File: src/rtl/mips_pkg.sv
// Shared fetch-stage definitions: fetch FSM state type, reset PC / bubble defaults
// and the PC increment helper.
package mips_pkg;

    typedef enum logic [1:0] {
        ST_REQ  = 2'd0,
        ST_HOLD = 2'd1,
        ST_DROP = 2'd2
    } fetch_state_e;

    localparam logic [31:0] RESET_PC_DEFAULT  = 32'h0000_0000;
    localparam logic [31:0] NOP_INSTR_DEFAULT = 32'h0000_0000;

    // Sequential PC step; the 32-bit result wraps modulo 2^32.
    function automatic logic [31:0] pc_plus4(input logic [31:0] pc);
        return pc + 32'd4;
    endfunction

endpackage

File: src/rtl/fetch_hold_buf.sv
// Single-entry buffer that parks a fetched word and its PC+4 while the pipe is stalled.
module fetch_hold_buf (
    input  logic        clk,
    input  logic        reset,
    input  logic        load,
    input  logic        clear,
    input  logic        consume,
    input  logic [31:0] load_data,
    input  logic [31:0] load_pc4,
    output logic [31:0] data,
    output logic [31:0] pc4,
    output logic        valid
);

    logic [31:0] data_r;
    logic [31:0] pc4_r;
    logic        valid_r;

    // Entry storage; clear beats load, load beats consume.
    always_ff @(posedge clk) begin
        if (reset) begin
            data_r  <= 32'h0000_0000;
            pc4_r   <= 32'h0000_0000;
            valid_r <= 1'b0;
        end else if (clear) begin
            valid_r <= 1'b0;
        end else if (load) begin
            data_r  <= load_data;
            pc4_r   <= load_pc4;
            valid_r <= 1'b1;
        end else if (consume) begin
            valid_r <= 1'b0;
        end else begin
            valid_r <= valid_r;
        end
    end

    assign data  = data_r;
    assign pc4   = pc4_r;
    assign valid = valid_r;

endmodule

File: src/rtl/if_id_stage.sv
// IF/ID stage: fetch FSM (REQ/HOLD/DROP), stall hold buffer, flush and branch redirect.
// Define PERF_CNT_EN to add the stall_cnt / flush_cnt performance counters.
module if_id_stage
    import mips_pkg::*;
#(
    parameter logic [31:0] RESET_PC  = RESET_PC_DEFAULT,
    parameter logic [31:0] NOP_INSTR = NOP_INSTR_DEFAULT
) (
    input  logic        clk,
    input  logic        reset,
    input  logic        nop,
    input  logic        IFID_flush,
    input  logic        branch_taken,
    input  logic [31:0] branch_target,
    output logic        imem_req,
    output logic [31:0] imem_addr,
    input  logic        imem_ack,
    input  logic [31:0] imem_rdata,
    output logic [31:0] instr_ID,
    output logic [31:0] pc4_ID,
    output logic        valid_ID
`ifdef PERF_CNT_EN
    ,
    output logic [31:0] stall_cnt,
    output logic [31:0] flush_cnt
`endif
);

    fetch_state_e state_r, state_nxt_s;
    logic [31:0]  pc_r, pc_nxt_s;
    logic [31:0]  addr_r, addr_nxt_s;
    logic         req_r;
    logic [31:0]  instr_r, instr_nxt_s;
    logic [31:0]  pc4_r, pc4_nxt_s;
    logic         valid_r, valid_nxt_s;
    logic         eff_flush_s, eff_redir_s;
    logic         hb_load_s, hb_clear_s, hb_consume_s;
    logic [31:0]  hb_data_s, hb_pc4_s;
    logic         hb_valid_s;

    assign eff_flush_s = IFID_flush & ~nop;
    assign eff_redir_s = branch_taken & ~nop;

    fetch_hold_buf u_hold (
        .clk       (clk),
        .reset     (reset),
        .load      (hb_load_s),
        .clear     (hb_clear_s),
        .consume   (hb_consume_s),
        .load_data (imem_rdata),
        .load_pc4  (pc_plus4(pc_r)),
        .data      (hb_data_s),
        .pc4       (hb_pc4_s),
        .valid     (hb_valid_s)
    );

    // Next-state logic: normal fetch flow first, then flush/redirect overrides.
    always_comb begin
        state_nxt_s  = state_r;
        pc_nxt_s     = pc_r;
        instr_nxt_s  = instr_r;
        pc4_nxt_s    = pc4_r;
        valid_nxt_s  = valid_r;
        hb_load_s    = 1'b0;
        hb_clear_s   = 1'b0;
        hb_consume_s = 1'b0;
        case (state_r)
            ST_REQ: begin
                if (imem_ack && nop) begin
                    hb_load_s   = 1'b1;
                    pc_nxt_s    = pc_plus4(pc_r);
                    state_nxt_s = ST_HOLD;
                end else if (imem_ack) begin
                    instr_nxt_s = imem_rdata;
                    pc4_nxt_s   = pc_plus4(pc_r);
                    valid_nxt_s = 1'b1;
                    pc_nxt_s    = pc_plus4(pc_r);
                end else if (eff_flush_s || eff_redir_s) begin
                    // Address must stay put until the ack, so drain the wrong-path fetch.
                    state_nxt_s = ST_DROP;
                end else begin
                    state_nxt_s = ST_REQ;
                end
            end
            ST_HOLD: begin
                if (!nop) begin
                    instr_nxt_s  = hb_data_s;
                    pc4_nxt_s    = hb_pc4_s;
                    valid_nxt_s  = hb_valid_s;
                    hb_consume_s = 1'b1;
                    state_nxt_s  = ST_REQ;
                end else begin
                    state_nxt_s = ST_HOLD;
                end
            end
            ST_DROP: begin
                if (imem_ack) begin
                    state_nxt_s = ST_REQ;
                end else begin
                    state_nxt_s = ST_DROP;
                end
            end
            default: begin
                state_nxt_s = ST_REQ;
            end
        endcase
        if (eff_flush_s) begin
            instr_nxt_s = NOP_INSTR;
            pc4_nxt_s   = 32'h0000_0000;
            valid_nxt_s = 1'b0;
            hb_clear_s  = 1'b1;
        end else begin
            hb_clear_s  = 1'b0;
        end
        if (eff_redir_s) begin
            pc_nxt_s = branch_target;
        end else begin
            pc_nxt_s = pc_nxt_s;
        end
    end

    // A new request address is only taken when the FSM (re)enters REQ.
    assign addr_nxt_s = (state_nxt_s == ST_REQ) ? pc_nxt_s : addr_r;

    // Fetch FSM and IF/ID register; every output is driven straight from these flops.
    always_ff @(posedge clk) begin
        if (reset) begin
            state_r <= ST_REQ;
            pc_r    <= RESET_PC;
            addr_r  <= RESET_PC;
            req_r   <= 1'b1;
            instr_r <= NOP_INSTR;
            pc4_r   <= 32'h0000_0000;
            valid_r <= 1'b0;
        end else begin
            state_r <= state_nxt_s;
            pc_r    <= pc_nxt_s;
            addr_r  <= addr_nxt_s;
            req_r   <= (state_nxt_s != ST_HOLD);
            instr_r <= instr_nxt_s;
            pc4_r   <= pc4_nxt_s;
            valid_r <= valid_nxt_s;
        end
    end

    assign imem_req  = req_r;
    assign imem_addr = addr_r;
    assign instr_ID  = instr_r;
    assign pc4_ID    = pc4_r;
    assign valid_ID  = valid_r;

`ifdef PERF_CNT_EN
    logic [31:0] stall_cnt_r;
    logic [31:0] flush_cnt_r;

    // Free-running wrap-around counters of stall cycles and effective flushes.
    always_ff @(posedge clk) begin
        if (reset) begin
            stall_cnt_r <= 32'h0000_0000;
            flush_cnt_r <= 32'h0000_0000;
        end else begin
            stall_cnt_r <= stall_cnt_r + {31'd0, nop};
            flush_cnt_r <= flush_cnt_r + {31'd0, eff_flush_s};
        end
    end

    assign stall_cnt = stall_cnt_r;
    assign flush_cnt = flush_cnt_r;
`endif

endmodule

File: config.mk
export PLATFORM = sky130hd
export DESIGN_NAME = if_id_stage
export DESIGN_NICKNAME = d
export VERILOG_FILES = /design/src/rtl/mips_pkg.sv /design/src/rtl/fetch_hold_buf.sv /design/src/rtl/if_id_stage.sv
export SDC_FILE = /design/constraint.sdc
export NUM_CORES = 1
export LEC_CHECK = 0
export CORE_MARGIN = 8
export CORE_UTILIZATION = 63
export DETAILED_ROUTE_END_ITERATION = 8
export DONT_BUFFER_PORTS = 1
export PLACE_DENSITY = 0.76
export SYNTH_ARGS = -nofsm -noshare
export SYNTH_HDL_FRONTEND = slang
export SYNTH_SLANG_ARGS = --single-unit
File: constraint.sdc
create_clock -name clk -period 3.8 [get_ports clk]
set_input_delay 0.95 -clock clk [delete_from_list [all_inputs] [get_ports clk]]
set_output_delay 0.95 -clock clk [all_outputs]
set_load 0.005 [all_outputs]
==> impl_results.md, run 1 <==
- Top-Level Pins: 168
- Clock sink count: 197
- Type of origin of the critical path: input pin
- Clock slew at the register clock pins of the worst setup and hold paths: ~0.070 ns
- Initial detailed-routing violation count: 812
- Multiplexer area fraction after synthesis: less than 1%
- Routability-driven placement congestion ratio: 0.9445
- Maximum number of pins on one net before global-route repair: ~140
- Compound-gate portion of the synthesized area: 19.05%
- Count of buffers inserted at the top-level ports: 0
- Synthesized-area fraction occupied by adder cells: less than 1%
- Final period demand of the worst path: 2.979 ns
- Number of global-route vias before repair: 7022
- Kind of end point of the critical path: flip-flop
- RSZ-0062 raised after global routing: false
- Min-Delay Path Depth: 2
- Grt met2 use: a little under two fifths
- Post-DP HPWL: 16150 um
- Required time at the endpoint of the critical path: 4.15 ns
- Final Hold Fails: 0
- Class of the most critical setup path: input pin to flip-flop
- Unique cell type count in the Yosys netlist: between 50 and 60
- Max-slew violation count: 0
- Post-place instance area: just under 9000 um^2
- Number of flops mapped to enable cells by yosys: 0
- Number of register bits inferred by synthesis: 197
- Post-Syn Nets: ~1200
- Number of fill cells: 1165
- Maximum operating frequency: about 0.34 GHz
- Number of antenna violations at the first check in global routing: 1
- Period utilization: about four fifths
- Fraction of layout instances using a drive strength above 1: 5.603%
- Final std cell area, no fill: 9351 um^2
- Synth warnings: 0
- Chip Height: between 100 and 150 um
- M3 GR Usage: a little under a tenth
- Gate count after technology mapping: around 1100
- Accumulated negative setup slack: 0 ns
- Met1 Usage GRT: 35.28%
- Number of diodes added for antenna fixing: 0
- Die Span X: ~130 um
- Detailed-router iteration count before antenna repair: 7
- Final number of setup-violating endpoints: 0
- Insertion delay to the later sink of the worst-skew pair: 0.43 ns
- CTS resizes: 0
- Routed WL: roughly 24000 um
- Signal arrival time at the worst endpoint: ~3.3 ns
- Root buffer cell: clkbuf_16
- Outcome: complete, no violations
- Slew of the pin with the lowest slew margin: approximately 1.3 ns
- Type of the tightest min-delay check: flip-flop to flip-flop
- Share of synthesized area occupied by flip-flops and latches: a little under half
- Area Overhead vs Synth: 7.031%
- Most used DFF post-synth: dfxtp_1
- Commonest cells after routing, fill and taps aside: nand2_1, dfxtp_1, nor2_1
- TritonCTS clock tree: built
- Max Fanout on Critical Path: between 40 and 50
- Post-Synth Simple-Gate Area: 27.47%
- Total Routing Usage GR: 25.97%
- Gr busiest metal: met2
- DRC violation count after routing: 0
- First-pass GRT wire length: about 38000 um
- Share of the synthesized netlist area taken by xor and xnor gates: roughly 2.7%
- Clock buffer count from CTS: 17
- Setup Skew: 0.008988 ns
- Total power per unit cell area: just under 500 nW/um^2
- Share of the synthesized area in the top cell type: 45.14%
- Count of cells along the worst register-to-register path: 5
- Post-CTS setup buffer count: 0
- Per-cell routed wire length: 19.36 um
- Floorplan die area: 17890 um^2
- Global-route congestion overflow total: 0
- Number of H-tree branching levels: 4
- Initial core utilization: a little under two thirds
- Most common library cell in the layout ignoring fill and taps: nand2_1
- Main area contributors after synthesis: dfxtp_1, nand2_1, nor2_1, clkbuf_1, a311oi_1
- Rows: 43
- Async S/R FF share, synth: 0%
- DRT antenna net count: 0
- Worst max-slew margin expressed relative to the limit: about a tenth
- Static leakage power: around 3.2 nW
- Area of the core: about 14000 um^2
- Buffers from clock root to sink, at most: 2
- Via density per instance: 6.247
- Cell type with the highest aggregate area in the netlist: dfxtp_1
- Final-stage net count: 1111
- Max-cap check violation count: 0
- Post-Syn Area per Cell: a little under 8 um^2
- Combinational family with the most area after synthesis: simple AND/OR/NAND/NOR gates
- Share of the core filled with cells in the final layout: between 60% and 70%
- Number of hold-repair buffers added at the cts stage: 0
- Post-Synthesis Cell Area: ~8700 um^2
- Via Count: 7702
- Hold Slack: approximately 0.45 ns
- Worst IR Drop VDD: approximately 0.00035 V
-- logic make-up (layout without fill, tap and decap cells) --
family,after synthesis,after routing
AO/OA/AOI/OAI,246,246
AND/OR/NAND/NOR,518,518
buffers and inverters,106,56
adder cells (fa/ha/maj),1,1
XOR/XNOR,27,27
multiplexers,8,8
flip-flops,197,197
-- sequential cells by signal (all words and copies together) (netlist names) --
| register | count |
|---|---|
| u_hold.data | 32 |
| pc4_ID | 32 |
| state_r | 2 |
| valid_ID | 1 |
| instr_ID | 32 |
| imem_req | 1 |
| pc_r | 32 |
| imem_addr | 32 |
| u_hold.pc4 | 32 |
| u_hold.valid | 1 |
-- metrics by stage --
| stage | setup slack [ns] | cells | power (mW) |
|---|---|---|---|
| floorplan | 0.7888 | 1103 | 2.681 |
| global placement | 0.6716 | 1201 | 2.779 |
| detailed placement | 0.5513 | 1201 | 2.794 |
| CTS | 0.9328 | 1233 | 4.641 |
| global route | 0.5914 | 1233 | 4.794 |
| finish | 0.8212 | 1233 | 4.625 |
-- cell usage after synthesis, types with 16 or more instances --
cell type,instances
a211oi_1,25
a21oi_1,57
a311oi_1,38
a31oi_1,16
clkbuf_1,92
dfxtp_1,197
nand2_1,202
nand3_1,17
nand3b_1,16
nand4_1,17
nor2_1,127
nor3_1,58
o21ai_0,45
xnor2_1,17
-- area by class of cell --
type                    count  area (um^2)  share of cell area, %
multi-input cells         800         4420                  47.27
repair buffers             16        120.1                  1.284
clock buffers              20        446.7                  4.777
clock inverters            12        165.2                  1.766
inverters                   8        30.03                 0.3211
well taps                 180        225.2                  2.408
flip-flops and latches    197         3944                  42.17
-- power by group --
group	total [mW]	switching, mW	internal, mW	leakage (nW)
Combinational	0.445	0.281	0.164	1.30
Clock	1.87	0.802	1.07	0.294
Sequential	2.31	0.119	2.19	1.61
Total	4.62	1.20	3.42	3.21
-- per-layer routing --
layer | up-vias | share of wire, %
met5 | - | 0.063
met4 | 2 | 1.5
met3 | 30 | 11
met2 | 296 | 44
met1 | 3588 | 43
li1 | 3786 | -
-- critical path, cell delays in order --
cell     delay, ns
inv_1         0.08
nor3_1        1.08
or2_2         0.80
o21ai_0       0.21
a31oi_1       0.18
-- worst paths after layout --
kind / from / slack, ns / end
hold / removal: u_hold.pc4[0] / 0.45 / u_hold.pc4[0]
setup reg to reg: state_r[0] / 0.83 / imem_addr[30]
setup / recovery: nop / 0.82 / imem_addr[30]
hold reg to reg: u_hold.pc4[0] / 0.45 / u_hold.pc4[0]
No activity file was read; power rests on OpenSTA's default activity.
==> run 2, diff against run 1 <==
CORE_UTILIZATION = 57   (was 63)
PLACE_DENSITY = 0.72   (was 0.76)
clock period = 2.66 ns   (was 3.8 ns; I/O delays follow)
==> impl_results.md, run 2 (synthesis results as in run 1) <==
- Outcome: complete, no violations
- Final WS setup: 0.4175 ns
- Accumulated negative setup slack: 0 ns
- Min-Delay Path Depth: 1
- Per-cell routed wire length: 19.20 um
- Sink of the worst hold path: imem_addr[3]
- Top-Level Pins: approximately 170
- Number of hold-repair buffers added at the cts stage: 0
- DRT antenna net count: 0
- Hold wc startpoint: reset
- Maximum number of pins on one net before global-route repair: ~140
- Count of buffers inserted at the top-level ports: 0
- Initial core utilization: 57.90%
- Power consumption: roughly 6.5 mW
- Most common library cell in the layout ignoring fill and taps: nand2_1
- Type of origin of the critical path: flip-flop
- Minimum setup slack among reg-to-reg paths: 0.42 ns
- Final number of setup-violating endpoints: 0
- TritonCTS clock tree: built
- Buffers from clock root to sink, at most: 2
- Final period demand of the worst path: about 2.2 ns
- Rows: 45
- Via Count: ~7700
- Post-DP HPWL: 16630 um
- Max-slew violation count: 0
- Count of cells along the worst register-to-register path: 5
- Post-CTS setup buffer count: 0
- Kind of end point of the critical path: flip-flop
- Count of placed standard cells including taps: approximately 1200
- Final Hold Fails: 0
- Worst IR Drop VDD: around 0.00047 V
- Number of global-route vias before repair: about 7000
- Initial detailed-routing violation count: roughly 720
- Class of the most critical setup path: flip-flop to flip-flop
- Share of the core filled with cells in the final layout: between 60% and 70%
- Number of H-tree branching levels: 4
- RSZ-0062 raised after global routing: false
- Area Overhead vs Synth: 8.836%
- Ordered cell list for the critical path: or3b_1 -> or4_4 -> or4_1 -> and3_4 -> o41ai_2
- Type of the tightest min-delay check: input pin to flip-flop
- Commonest cells after routing, fill and taps aside: nand2_1, dfxtp_1, nor2_1
- Post-place instance area: roughly 9000 um^2
- Floorplan die area: just under 20000 um^2
- Detailed-router iteration count before antenna repair: 5
- Storage cell area: 3944 um^2
- Static leakage power: about 3.3 nW
- Clock buffer count from CTS: 17
- Non-Filler Instances: 1260
- Hold Slack: 0.2898 ns
- Number of diodes added for antenna fixing: 0
- Reg-to-reg endpoint: imem_addr[13]
- Max Fanout on Critical Path: 7
- Chip Height: about 140 um
- Signal arrival time at the worst endpoint: about 2.6 ns
- Number of antenna violations at the first check in global routing: 1
- Critical Path Max Stage Delay: ~0.51 ns
- Via density per instance: around 6.1
- Root buffer cell: clkbuf_16
- Final std cell area, no fill: 9509 um^2
- Required time at the endpoint of the critical path: roughly 3 ns
- Routability-driven placement congestion ratio: just over 0.9
- Max-cap check violation count: 0
- DRC violation count after routing: 0
- Total Routing Usage GR: between 20 and 25%
- Setup Skew: between 0.009 and 0.01 ns
- Slowest cell on crit path: or4_1
- Number of fill cells: between 1000 and 1500
- Area of the core: 15090 um^2
- Start of the worst register-to-register path: state_r[0]
- CTS resizes: 0
- Die Span X: ~140 um
- Global-route congestion overflow total: 0
- Insertion delay to the later sink of the worst-skew pair: around 0.43 ns
- Total power per unit cell area: 680.9 nW/um^2
- Clock sink count: 197
- First-pass GRT wire length: between 30000 and 40000 um
- Clock slew at the register clock pins of the worst setup and hold paths: roughly 0.080 ns
- Final-stage net count: 1130
- Maximum operating frequency: around 0.45 GHz
- Slew of the pin with the lowest slew margin: between 0.6 and 0.7 ns
- Routed WL: about 24000 um
- Worst max-slew margin expressed relative to the limit: between 50 and 60%
- Area used by multi-input combinational logic: 4424 um^2
- Fraction of layout instances using a drive strength above 1: approximately 7.5%
- Pre-CTS setup slack: 0.1880 ns
- Period utilization: between 80% and 90%
[run 2: changes by cell type in the layout (fill, tap and decap cells not counted), moves of 2 or more]
cell	before	now
buf_4	16	32
clkinv_4	0	2
buf_12	0	3
bufinv_16	3	1
[run 2: power by group]
part	switching, mW	internal (mW)
clock network	1.19	1.32
logic	0.412	0.258
registers	0.161	3.13
[run 2: per-layer routing]
layer	share of wire, %	track usage (%)	vias up
met5	0.058	0	-
met4	2.0	8.000	2
met3	10	8.960	35
met2	42	34.80	306
met1	45	32.43	3528
li1	-	-	3832
[run 2: layout make-up]
type / instances / area share [%]
clock buffer: 18 / 4.513
clock inverter: 14 / 1.539
inverter: 8 / 0.3158
multi-input combinational: 800 / 46.53
sequential: 197 / 41.47
tap: 188 / 2.474
timing repair buffer: 35 / 3.158
[run 2: worst max-delay path by stage]
stage                     from            end  slack (ns)  depth (start not counted)
floorplan             imem_ack  imem_addr[13]        0.04                          7
global placement      imem_ack  imem_addr[13]        0.20                          5
detailed placement    imem_ack  imem_addr[13]        0.19                          5
CTS                 state_r[0]  imem_addr[13]        0.42                          5
global route           pc_r[3]       pc_r[20]        0.24                          7
finish              state_r[0]  imem_addr[13]        0.42                          5
[run 2: worst max-delay path, delay by kind of cell (launching register included)]
kind               cells  cell delay, ns
and+or+nand+nor        4            1.59
DFF                    1            0.38
AOI/OAI and AO/OA      1            0.18
